## config.mk

```make
export PLATFORM = sky130hd
export DESIGN_NAME = rv_mul_pipe
export DESIGN_NICKNAME = d
export VERILOG_FILES = /design/src/rtl/rv_mul_pkg.sv /design/src/rtl/rv_mul_half.sv /design/src/rtl/rv_mul_pipe.sv
export SDC_FILE = /design/constraint.sdc
export NUM_CORES = 2
export LEC_CHECK = 0
export BUFFER_PORTS_ARGS = -buffer_cell sky130_fd_sc_hd__clkbuf_2
export CAP_MARGIN = 20
export CORE_MARGIN = 2
export CORE_UTILIZATION = 40
export CTS_CLUSTER_SIZE = 25
export DETAILED_ROUTE_END_ITERATION = 7
export SYNTH_ARGS = -nofsm -noshare
export SYNTH_HDL_FRONTEND = slang
export SYNTH_HIERARCHICAL = 1
export SYNTH_SLANG_ARGS = --single-unit
```

## constraint.sdc

```tcl
create_clock -name CLK -period 6.67 [get_ports CLK]
set_clock_uncertainty 0.05 [all_clocks]
set_input_delay 1.0005 -clock CLK [delete_from_list [all_inputs] [get_ports CLK]]
set_output_delay 1.0005 -clock CLK [all_outputs]
set_load 0.03 [all_outputs]
```

## src/rtl/rv_mul_pkg.sv

```systemverilog
// rv_mul_pkg: shared types and helpers for the pipelined RV32M/RV64M multiplier.
// Optional feature macro used by the top level: RV_MUL_FLUSH_EN (adds a flush input).
package rv_mul_pkg;

  // funct3[1:0] encoding of the multiply family
  typedef enum logic [1:0] {
    MUL    = 2'b00,
    MULH   = 2'b01,
    MULHSU = 2'b10,
    MULHU  = 2'b11
  } rv_mul_op_e;

  // Per-stage control word. The tag and the width-dependent data registers
  // ride alongside it in each stage, sized by the module parameters.
  typedef struct packed {
    logic       valid;
    rv_mul_op_e op;
    logic       neg;
  } rv_mul_ctl_t;

  // True when the op returns the upper half of the 2*XLEN product.
  function automatic logic sel_high(input rv_mul_op_e op);
    logic hi;
    case (op)
      MUL:     hi = 1'b0;
      default: hi = 1'b1;
    endcase
    return hi;
  endfunction

endpackage

```

## src/rtl/rv_mul_half.sv

```systemverilog
// rv_mul_half: unsigned HW x HW -> 2*HW combinational multiplier used for the
// four partial products of the pipelined multiplier.
module rv_mul_half #(
  parameter int HW = 16
) (
  input  logic [HW-1:0]   a_i,
  input  logic [HW-1:0]   b_i,
  output logic [2*HW-1:0] p_o
);

  // Zero-extend both operands so the product is evaluated at full result width.
  always_comb begin
    p_o = {{HW{1'b0}}, a_i} * {{HW{1'b0}}, b_i};
  end

endmodule

```

## src/rtl/rv_mul_pipe.sv

```systemverilog
// rv_mul_pipe: three-stage valid/ready integer multiplier for MUL/MULH/MULHSU/MULHU.
//   S1: sign/magnitude operands, S2: four half-width partial products,
//   S3: summed, sign-corrected, half-selected result (drives out_*).
// Define RV_MUL_FLUSH_EN to add a flush input that empties all stages.
module rv_mul_pipe
  import rv_mul_pkg::*;
#(
  parameter int XLEN  = 32,
  parameter int TAG_W = 5
) (
  input  logic             CLK,
  input  logic             RST,
`ifdef RV_MUL_FLUSH_EN
  input  logic             flush,
`endif
  input  logic             in_valid,
  output logic             in_ready,
  input  logic [1:0]       in_op,
  input  logic [XLEN-1:0]  in_a,
  input  logic [XLEN-1:0]  in_b,
  input  logic [TAG_W-1:0] in_tag,
  output logic             out_valid,
  input  logic             out_ready,
  output logic [XLEN-1:0]  out_result,
  output logic [TAG_W-1:0] out_tag
);

  localparam int HALF = XLEN / 2;
  localparam int PW   = 2 * XLEN;

  logic flush_s;

`ifdef RV_MUL_FLUSH_EN
  assign flush_s = flush;
`else
  assign flush_s = 1'b0;
`endif

  // Stage registers
  rv_mul_ctl_t      s1_ctl_q, s1_ctl_d;
  logic [TAG_W-1:0] s1_tag_q, s1_tag_d;
  logic [XLEN-1:0]  s1_ma_q,  s1_ma_d;
  logic [XLEN-1:0]  s1_mb_q,  s1_mb_d;

  rv_mul_ctl_t      s2_ctl_q, s2_ctl_d;
  logic [TAG_W-1:0] s2_tag_q, s2_tag_d;
  logic [XLEN-1:0]  s2_ll_q,  s2_ll_d;
  logic [XLEN-1:0]  s2_lh_q,  s2_lh_d;
  logic [XLEN-1:0]  s2_hl_q,  s2_hl_d;
  logic [XLEN-1:0]  s2_hh_q,  s2_hh_d;

  logic             s3_valid_q, s3_valid_d;
  logic [TAG_W-1:0] s3_tag_q,   s3_tag_d;
  logic [XLEN-1:0]  s3_res_q,   s3_res_d;

  // Combinational helpers
  logic             s1_load_s, s2_load_s, s3_load_s, accept_s;
  rv_mul_op_e       op_in_s;
  logic             neg_a_s, neg_b_s;
  logic [XLEN-1:0]  mag_a_s, mag_b_s;
  logic [XLEN-1:0]  pp_ll_s, pp_lh_s, pp_hl_s, pp_hh_s;
  logic [PW-1:0]    prod_s, signed_s;
  logic [XLEN-1:0]  res_s;

  // Load chain: a stage advances when empty or when its successor advances,
  // so bubbles collapse even while S3 is stalled.
  always_comb begin
    s3_load_s = ~s3_valid_q | out_ready;
    s2_load_s = ~s2_ctl_q.valid | s3_load_s;
    s1_load_s = ~s1_ctl_q.valid | s2_load_s;
    in_ready  = s1_load_s & ~flush_s;
    accept_s  = in_valid & in_ready;
  end

  // Operand sign detection and magnitude conversion (-2^(XLEN-1) maps to itself as unsigned).
  always_comb begin
    op_in_s = rv_mul_op_e'(in_op);
    neg_a_s = in_a[XLEN-1] & ((op_in_s == MULH) | (op_in_s == MULHSU));
    neg_b_s = in_b[XLEN-1] & (op_in_s == MULH);
    if (neg_a_s) begin
      mag_a_s = {XLEN{1'b0}} - in_a;
    end else begin
      mag_a_s = in_a;
    end
    if (neg_b_s) begin
      mag_b_s = {XLEN{1'b0}} - in_b;
    end else begin
      mag_b_s = in_b;
    end
  end

  rv_mul_half #(.HW(HALF)) u_pp_ll (.a_i(s1_ma_q[HALF-1:0]),    .b_i(s1_mb_q[HALF-1:0]),    .p_o(pp_ll_s));
  rv_mul_half #(.HW(HALF)) u_pp_lh (.a_i(s1_ma_q[HALF-1:0]),    .b_i(s1_mb_q[XLEN-1:HALF]), .p_o(pp_lh_s));
  rv_mul_half #(.HW(HALF)) u_pp_hl (.a_i(s1_ma_q[XLEN-1:HALF]), .b_i(s1_mb_q[HALF-1:0]),    .p_o(pp_hl_s));
  rv_mul_half #(.HW(HALF)) u_pp_hh (.a_i(s1_ma_q[XLEN-1:HALF]), .b_i(s1_mb_q[XLEN-1:HALF]), .p_o(pp_hh_s));

  // Partial-product summation, sign fix-up and half selection feeding S3.
  always_comb begin
    prod_s = {{XLEN{1'b0}}, s2_ll_q}
           + {{HALF{1'b0}}, s2_lh_q, {HALF{1'b0}}}
           + {{HALF{1'b0}}, s2_hl_q, {HALF{1'b0}}}
           + {s2_hh_q, {XLEN{1'b0}}};
    if (s2_ctl_q.neg) begin
      signed_s = {PW{1'b0}} - prod_s;
    end else begin
      signed_s = prod_s;
    end
    if (sel_high(s2_ctl_q.op)) begin
      res_s = signed_s[PW-1:XLEN];
    end else begin
      res_s = signed_s[XLEN-1:0];
    end
  end

  // Next-state for all stages; data only moves with a valid op, flush clears valids only.
  always_comb begin
    s1_ctl_d   = s1_ctl_q;
    s1_tag_d   = s1_tag_q;
    s1_ma_d    = s1_ma_q;
    s1_mb_d    = s1_mb_q;
    s2_ctl_d   = s2_ctl_q;
    s2_tag_d   = s2_tag_q;
    s2_ll_d    = s2_ll_q;
    s2_lh_d    = s2_lh_q;
    s2_hl_d    = s2_hl_q;
    s2_hh_d    = s2_hh_q;
    s3_valid_d = s3_valid_q;
    s3_tag_d   = s3_tag_q;
    s3_res_d   = s3_res_q;

    if (s1_load_s) begin
      s1_ctl_d.valid = accept_s;
      if (accept_s) begin
        s1_ctl_d.op  = op_in_s;
        s1_ctl_d.neg = neg_a_s ^ neg_b_s;
        s1_tag_d     = in_tag;
        s1_ma_d      = mag_a_s;
        s1_mb_d      = mag_b_s;
      end else begin
        s1_tag_d     = s1_tag_q;
      end
    end else begin
      s1_ctl_d = s1_ctl_q;
    end

    if (s2_load_s) begin
      s2_ctl_d.valid = s1_ctl_q.valid;
      if (s1_ctl_q.valid & ~flush_s) begin
        s2_ctl_d = s1_ctl_q;
        s2_tag_d = s1_tag_q;
        s2_ll_d  = pp_ll_s;
        s2_lh_d  = pp_lh_s;
        s2_hl_d  = pp_hl_s;
        s2_hh_d  = pp_hh_s;
      end else begin
        s2_tag_d = s2_tag_q;
      end
    end else begin
      s2_ctl_d = s2_ctl_q;
    end

    if (s3_load_s) begin
      s3_valid_d = s2_ctl_q.valid;
      if (s2_ctl_q.valid & ~flush_s) begin
        s3_tag_d = s2_tag_q;
        s3_res_d = res_s;
      end else begin
        s3_tag_d = s3_tag_q;
      end
    end else begin
      s3_valid_d = s3_valid_q;
    end

    if (flush_s) begin
      s1_ctl_d.valid = 1'b0;
      s2_ctl_d.valid = 1'b0;
      s3_valid_d     = 1'b0;
    end else begin
      s3_valid_d     = s3_valid_d;
    end
  end

  // Pipeline state registers with synchronous reset.
  always_ff @(posedge CLK) begin
    if (RST) begin
      s1_ctl_q   <= '0;
      s1_tag_q   <= {TAG_W{1'b0}};
      s1_ma_q    <= {XLEN{1'b0}};
      s1_mb_q    <= {XLEN{1'b0}};
      s2_ctl_q   <= '0;
      s2_tag_q   <= {TAG_W{1'b0}};
      s2_ll_q    <= {XLEN{1'b0}};
      s2_lh_q    <= {XLEN{1'b0}};
      s2_hl_q    <= {XLEN{1'b0}};
      s2_hh_q    <= {XLEN{1'b0}};
      s3_valid_q <= 1'b0;
      s3_tag_q   <= {TAG_W{1'b0}};
      s3_res_q   <= {XLEN{1'b0}};
    end else begin
      s1_ctl_q   <= s1_ctl_d;
      s1_tag_q   <= s1_tag_d;
      s1_ma_q    <= s1_ma_d;
      s1_mb_q    <= s1_mb_d;
      s2_ctl_q   <= s2_ctl_d;
      s2_tag_q   <= s2_tag_d;
      s2_ll_q    <= s2_ll_d;
      s2_lh_q    <= s2_lh_d;
      s2_hl_q    <= s2_hl_d;
      s2_hh_q    <= s2_hh_d;
      s3_valid_q <= s3_valid_d;
      s3_tag_q   <= s3_tag_d;
      s3_res_q   <= s3_res_d;
    end
  end

  assign out_valid  = s3_valid_q;
  assign out_result = s3_res_q;
  assign out_tag    = s3_tag_q;

endmodule
```

# --- Word level (Yosys, flattened, before mapping) ---
# Index checks and enable logic that the tools add are counted.
totals:
  ff_bits: 248
  input_bits: 75
  word_cells: 49
classes:
  add_sub_neg: 6
  multipliers: 4
  n_eq_ne: 2
  n_mux: 5
  bitwise: 11
  n_reduce_logical: 4
ops:
  columns: ["operator", "n"]
  rows:
  - ["$mul 16x16->32", 4]
  - ["$mux 32", 3]
  - ["$add 50x64->64", 1]
  - ["$mux 64", 1]
  - ["$sub 1x32->32 const A", 2]
  - ["$sub 1x64->64 const A", 1]
  - ["$add 49x48->50", 1]
  - ["$add 32x48->49", 1]
  - ["$reduce_and 2->1", 3]
  - ["$mux 4", 1]
  - ["$or 1x1->1", 4]
  - ["$and 1x1->1", 3]
  - ["$not 1->1", 3]
  - ["$eq 2x1->1 const B", 1]
  - ["$eq 2x2->1 const B", 1]
  - ["$logic_not 2->1", 1]
  - ["$xor 1x1->1", 1]

# --- Depth between registers and ports, before layout ---
depth:
  ltp_word: 6
  mapped_depth: 24
  ltp_nobuf: 23

# --- Modules after synthesis ---
# Netlist, hierarchy kept.
modules_own_cells:
  columns: ["mod", "n_inst", "cells_per_inst", "area_each_um2"]
  rows:
  - ["rv_mul_half (u_pp_hh ...)", 2, 994, 8575.7]
  - ["rv_mul_pipe", 1, 1974, 15324.7]
  - ["rv_mul_half (u_pp_lh)", 1, 985, 8541.9]
  - ["rv_mul_half (u_pp_ll)", 1, 981, 8533.2]

# --- Worst setup path before layout ---
# OpenSTA, ideal clock, no wires.
synth_timing:
  kind: "reg2reg"
  start: "register s1_mb_q[25]"
  end: "register s2_hh_q[28]"
  setup_time_ns: 0.070
  arrival_time_ns: 6.146
  t_required_ns: 6.550
  setup_slack_ns: 0.403
  path_stages_with_launch: 24
  period_less_slack_ns: 6.267
  path_cell_list: "dfxtp_1 -> clkbuf_1 -> nand2_1 -> fa_1 -> inv_1 -> fa_1 -> inv_1 -> fa_1 -> inv_1 -> fa_1 -> fa_1 -> inv_1 -> fa_1 -> inv_1 -> ha_1 -> a21o_1 -> a311o_1 -> or3_1 -> o21ai_2 -> o21ai_2 -> a311oi_2 -> xnor2_1 -> nand2_1 -> a21oi_1"
synth_via:
  elab_chain_cells: 1
synth_rtl:
  columns: ["element", "line", "text"]
  rows:
  - ["start: declaration", "rv_mul_pipe.sv:43", "logic [XLEN-1:0] s1_mb_q, s1_mb_d;"]
  - ["start signal: assignment", "rv_mul_pipe.sv:189", "s1_mb_q <= {XLEN{1'b0}};"]
  - ["start signal: assignment", "rv_mul_pipe.sv:203", "s1_mb_q <= s1_mb_d;"]
  - ["$mul 16x16->32", "rv_mul_half.sv:13", "p_o = {{HW{1'b0}}, a_i} * {{HW{1'b0}}, b_i};"]
  - ["net pp_hh_s[28]", "rv_mul_pipe.sv:61", "logic [XLEN-1:0] pp_ll_s, pp_lh_s, pp_hl_s, pp_hh_s;"]
  - ["end signal: assignment", "rv_mul_pipe.sv:195", "s2_hh_q <= {XLEN{1'b0}};"]
  - ["end signal: assignment", "rv_mul_pipe.sv:209", "s2_hh_q <= s2_hh_d;"]
  - ["end: declaration", "rv_mul_pipe.sv:50", "logic [XLEN-1:0] s2_hh_q, s2_hh_d;"]
# The timed path passes the listed nets, and every way through them passes these cells.
# A chain may end at the register's enable or synchronous reset.

# --- Worst setup path after layout ---
layout_timing:
  start: "register s1_ma_q[17]"
  end: "register s2_hh_q[30]"
layout_via:
  elab_chain_cells: 1
layout_rtl:
  columns: ["element", "line", "text"]
  rows:
  - ["start: declaration", "rv_mul_pipe.sv:42", "logic [XLEN-1:0] s1_ma_q, s1_ma_d;"]
  - ["start signal: assignment", "rv_mul_pipe.sv:188", "s1_ma_q <= {XLEN{1'b0}};"]
  - ["start signal: assignment", "rv_mul_pipe.sv:202", "s1_ma_q <= s1_ma_d;"]
  - ["$mul 16x16->32", "rv_mul_half.sv:13", null]
  - ["net pp_hh_s[30]", "rv_mul_pipe.sv:61", null]
# The timed path passes the listed nets, and every way through them passes these cells.

==> impl_summary.log <==
INFO  metric synthesis.instances = around 5900
INFO  metric total_number_of_h_tree_levels = 2
INFO  metric detailroute.via_count = 41100
INFO  metric critPathLaunchType = flop
INFO  metric path_common_cell = sky130_fd_sc_hd__fa_1
INFO  metric tritoncts = done
INFO  metric root_buffer_master = sky130_fd_sc_hd__clkbuf_16
INFO  metric final_period_minus_worst_setup_slack = 6.46 ns
INFO  metric timing.reg2reg.worst_path_depth = 21
INFO  metric status = complete, no violations
INFO  metric initial_cell_density_of_the_core = 0.402
INFO  metric sequentialPowerShare = 0.180
INFO  metric drt-total-wl = roughly 160000 um
INFO  metric clock_insertion_delay_worst_skew = between 0.6 and 0.7 ns
INFO  metric post_drt_via_cell_ratio = about 5.4
INFO  metric finalSetupViolations = 0
INFO  metric die_area = roughly 130000 um2
INFO  metric numCtsBuffers = 35
INFO  metric synth_cell_types = between 100 and 150
INFO  metric cp_data_arrival_time = about 7 ns
INFO  metric register_area_share_after_synthesis = 0.100
INFO  metric finish.instance_area = about 54000 um2
INFO  metric slew_worst_pin = 1.12 ns
INFO  metric maximum_achievable_frequency = between 150 and 200 MHz
INFO  metric cts.reportedPaths.clkPinSlew = roughly 0.060 ns
INFO  metric drive_gt1_frac = 0.0794
INFO  metric async_flop_share = 0
INFO  metric groute.layer.met1.usage = 0.366
INFO  metric grt_util_all_layers = 0.250
INFO  metric total_power = ~10 mW
INFO  metric grt_first_pass_wirelength = 246000 um
INFO  metric dr.first_iter.drc_count = about 3100
INFO  metric whs = slightly below 0.4 ns
INFO  metric critical_path_s_largest_stage_delay = 0.58 ns
INFO  metric ir_worst_vdd = approximately 0.17 mV
INFO  metric worst_hold_path_type = flop to flop
INFO  metric cp_data_required_time = 7.05 ns
INFO  metric power_frac_comb = 0.619
INFO  metric r2r-start = s1_ma_q[17]$_SDFFE_PP0P_
INFO  metric syn-mean-instance-area = roughly 8.4 um2
INFO  metric relSlewSlack = 0.254
INFO  metric finalNetCount = approximately 7300
INFO  metric post_cts_resize_count = 0
INFO  metric worst_setup_path_end_kind = flop
INFO  metric critical-path-top-delay-family = adder cells
INFO  metric cp_slowest_cell = sky130_fd_sc_hd__fa_1
INFO  metric grt_antenna_before_repair = 2
INFO  metric critical_path_depth = 21
INFO  metric drc = 0
INFO  metric pwr_density_cell = 190 nW/um2
INFO  metric die_width = roughly 360 um
INFO  metric cap_viol_max_count = 0
INFO  metric rsz0062_at_grt = true
INFO  metric synth.area.top_cells = sky130_fd_sc_hd__fa_1 (33%), sky130_fd_sc_hd__ha_1 (11%), sky130_fd_sc_hd__dfxtp_1 (10%)
INFO  metric estimated_wirelength_of_the_detail_placed_design = 126000 um
INFO  metric synth.net_count = around 7300
INFO  metric grt_pass1_vias = about 42000
INFO  metric worstPathMaxFanout = 17
INFO  metric antenna_violating_nets_post_route = 0
INFO  metric cts_setup_buffers = 0
INFO  metric cts.hold.buffers_added = 0
INFO  metric p_leak = approximately 26 nW
INFO  metric r2r_setup_slack = between 0.2 and 0.25 ns
INFO  metric dominantRegCellSynth = sky130_fd_sc_hd__dfxtp_1
INFO  metric p_int = between 5 and 6 mW
INFO  metric antenna-diode-count = 0
INFO  metric core_box_area = between 100000 and 150000 um2
INFO  metric cts_num_sinks = 248
INFO  metric overall_die_height = ~360 um
INFO  metric ios = around 110
INFO  metric crit_path_cell_trace = buf_4 -> nand2_1 -> fa_1 -> fa_1 -> inv_1 -> fa_1 -> fa_1 -> fa_1 -> inv_1 -> fa_1 -> inv_1 -> ha_1 -> a21o_1 -> a21o_1 -> a21oi_1 -> o22ai_1 -> a311oi_1 -> a211oi_1 -> xor2_1 -> nand2_1 -> a21oi_1
INFO  metric syn_to_final_growth = 9.48%
INFO  metric weighted_congestion_reported_at_the_end_of_routability_driven_placement = slightly above 0.9
INFO  metric worst_setup_path_startpoint = s1_ma_q[17]$_SDFFE_PP0P_
INFO  metric route.detailed.wl_per_inst = roughly 21 um
INFO  metric utilization = 0.440
INFO  metric critical_path_buf_inv_count = 4
INFO  metric pins_over_their_slew_limit = 0
INFO  metric drt_first_pass_iters = 6
INFO  metric synthesis.area = 49600 um2
INFO  metric num_rows = between 100 and 150
INFO  metric worstReg2RegEnd = s2_hh_q[30]$_SDFFE_PP0P_
INFO  metric hold_viol = 0
INFO  metric synth_seq_cells = 248
INFO  metric number_of_synthesized_flops_with_an_enable_pin = 0
INFO  metric post-synth-top-count-cell = sky130_fd_sc_hd__nand2_1
INFO  metric placed_cell_area = about 53000 um2
INFO  metric setup_crit_end = s2_hh_q[30]$_SDFFE_PP0P_
INFO  metric period_share = 0.968
INFO  metric synth-warning-count = 6
INFO  metric placement.io_buffers = about 110
INFO  metric cts.path.max_buffers = 3
INFO  metric path_class = flop to flop
INFO  metric gr-usage-met2 = 0.379
INFO  metric grt_util_met3 = 0.0385
INFO  metric gr-max-usage-layer = met2
INFO  metric power_frac_clock = 0.201
INFO  metric global_route.overflow_total = 0
INFO  metric netSwitchingPower = 5.04 mW
INFO  metric grt_max_degree = between 100 and 150
INFO  metric post-synth-top-area-cell = sky130_fd_sc_hd__fa_1
INFO  metric switching_share = 0.490
INFO  metric yosys-top-cells-count = sky130_fd_sc_hd__nand2_1 (1014), sky130_fd_sc_hd__inv_1 (935), sky130_fd_sc_hd__fa_1 (809)
INFO  metric synth.top_cell.area_share = 0.327
-- through the flow --
stage	setup TNS (ns)	cells	setup slack [ns]
after floorplan	0	5928	0.403
after global placement	0	7571	0.217
after detailed placement	0	7571	0.143
after CTS	0	7630	0.0813
after global routing	-0.00407	7631	-0.00407
final	0	7631	0.213
-- worst reg2reg max path: cells and delay by family (launching register included) --
kind,cells,cell delay (ns)
compound gates,7,1.28
xor+xnor,1,0.16
fa+ha+maj,7,3.55
buf+inv,4,0.53
flops,1,0.54
simple gates,2,0.20
-- cell families (layout without fill, tap and decap cells) --
| group | after synthesis | in the layout | share of synthesized area |
|---|---|---|---|
| AOI/OAI and AO/OA | 917 | 917 | 0.125 |
| muxes | 9 | 9 | 0.00215 |
| buffers and inverters | 1230 | 1296 | 0.0945 |
| adders and majority gates | 1261 | 1261 | 0.441 |
| and+or+nand+nor | 2032 | 2032 | 0.196 |
| xor gates and xnor gates | 231 | 231 | 0.0413 |
| DFF | 248 | 248 | 0.100 |
-- layer usage --
metal | vias to the layer above | share of wire
met5 | - | 0
met4 | 0 | 0.032
met1 | 20400 | 0.46
li1 | 19000 | -
met3 | 218 | 0.075
met2 | 1518 | 0.43
-- flip-flops by register name (all words and copies together) (netlist names) --
signal,cells
s2_ll_q,32
s1_mb_q,32
out_result,32
s2_hh_q,32
s1_tag_q,5
out_valid,1
s2_tag_q,5
s1_ma_q,32
s2_hl_q,32
out_tag,5
s2_lh_q,32
s1_ctl_q,4
s2_ctl_q,4
-- placed cells by master (no fill, tap or decap), types with 17 or more instances in the layout --
cell,count
sky130_fd_sc_hd__o21ai_1,26
sky130_fd_sc_hd__buf_12,38
sky130_fd_sc_hd__o21a_1,21
sky130_fd_sc_hd__nor4_1,19
sky130_fd_sc_hd__a211oi_1,75
sky130_fd_sc_hd__clkbuf_16,35
sky130_fd_sc_hd__o31ai_1,25
sky130_fd_sc_hd__and2_1,505
sky130_fd_sc_hd__nand3_1,51
sky130_fd_sc_hd__xor2_1,94
sky130_fd_sc_hd__nand4_1,45
sky130_fd_sc_hd__dfxtp_1,233
sky130_fd_sc_hd__nand2_1,1013
sky130_fd_sc_hd__buf_4,142
sky130_fd_sc_hd__ha_1,452
sky130_fd_sc_hd__and3_1,23
sky130_fd_sc_hd__a21o_1,76
sky130_fd_sc_hd__fa_1,809
sky130_fd_sc_hd__nor3_1,47
sky130_fd_sc_hd__nor2_1,203
sky130_fd_sc_hd__xnor2_1,134
sky130_fd_sc_hd__clkbuf_2,112
sky130_fd_sc_hd__o21ai_0,106
sky130_fd_sc_hd__a21oi_1,340
sky130_fd_sc_hd__a31oi_1,18
sky130_fd_sc_hd__or3_1,24
sky130_fd_sc_hd__inv_1,935
sky130_fd_sc_hd__o211ai_1,17
-- power by group through the flow --
stage                     registers, mW  clock network [mW]  logic, mW
after floorplan                    1.79                   0       4.16
after global placement             1.87                   0       6.16
after detailed placement           1.88                   0       6.22
after CTS                          1.84                2.12       6.27
after global routing               1.86                2.17       7.04
final                              1.85                2.07       6.37
-- how the worst min path moves through the flow --
| stage | start | end | slack [ns] | cells after the start |
|---|---|---|---|---|
| detailed placement | out_result[11]$_SDFFE_PP0P_ | out_result[11]$_SDFFE_PP0P_ | 0.38 | 2 |
| global placement | out_result[13]$_SDFFE_PP0P_ | out_result[13]$_SDFFE_PP0P_ | 0.38 | 2 |
| CTS | out_result[13]$_SDFFE_PP0P_ | out_result[13]$_SDFFE_PP0P_ | 0.39 | 2 |
| finish | out_result[13]$_SDFFE_PP0P_ | out_result[13]$_SDFFE_PP0P_ | 0.40 | 2 |
| floorplan | s1_tag_q[0]$_SDFFE_PP0P_ | s2_tag_q[0]$_SDFFE_PP0P_ | 0.38 | 2 |
| global route | s1_tag_q[0]$_SDFFE_PP0P_ | s2_tag_q[0]$_SDFFE_PP0P_ | 0.42 | 2 |
-- cell type report --
cell class,instances,area (um2)
timing repair buffer,301,2490
clock buffer,47,1010
inverter,936,3510
sequential,248,4980
fill,12300,69100
multi-input combinational,4450,40000
clock inverter,12,230
tap,1637,2050
Power figures use the tool's default switching activity.
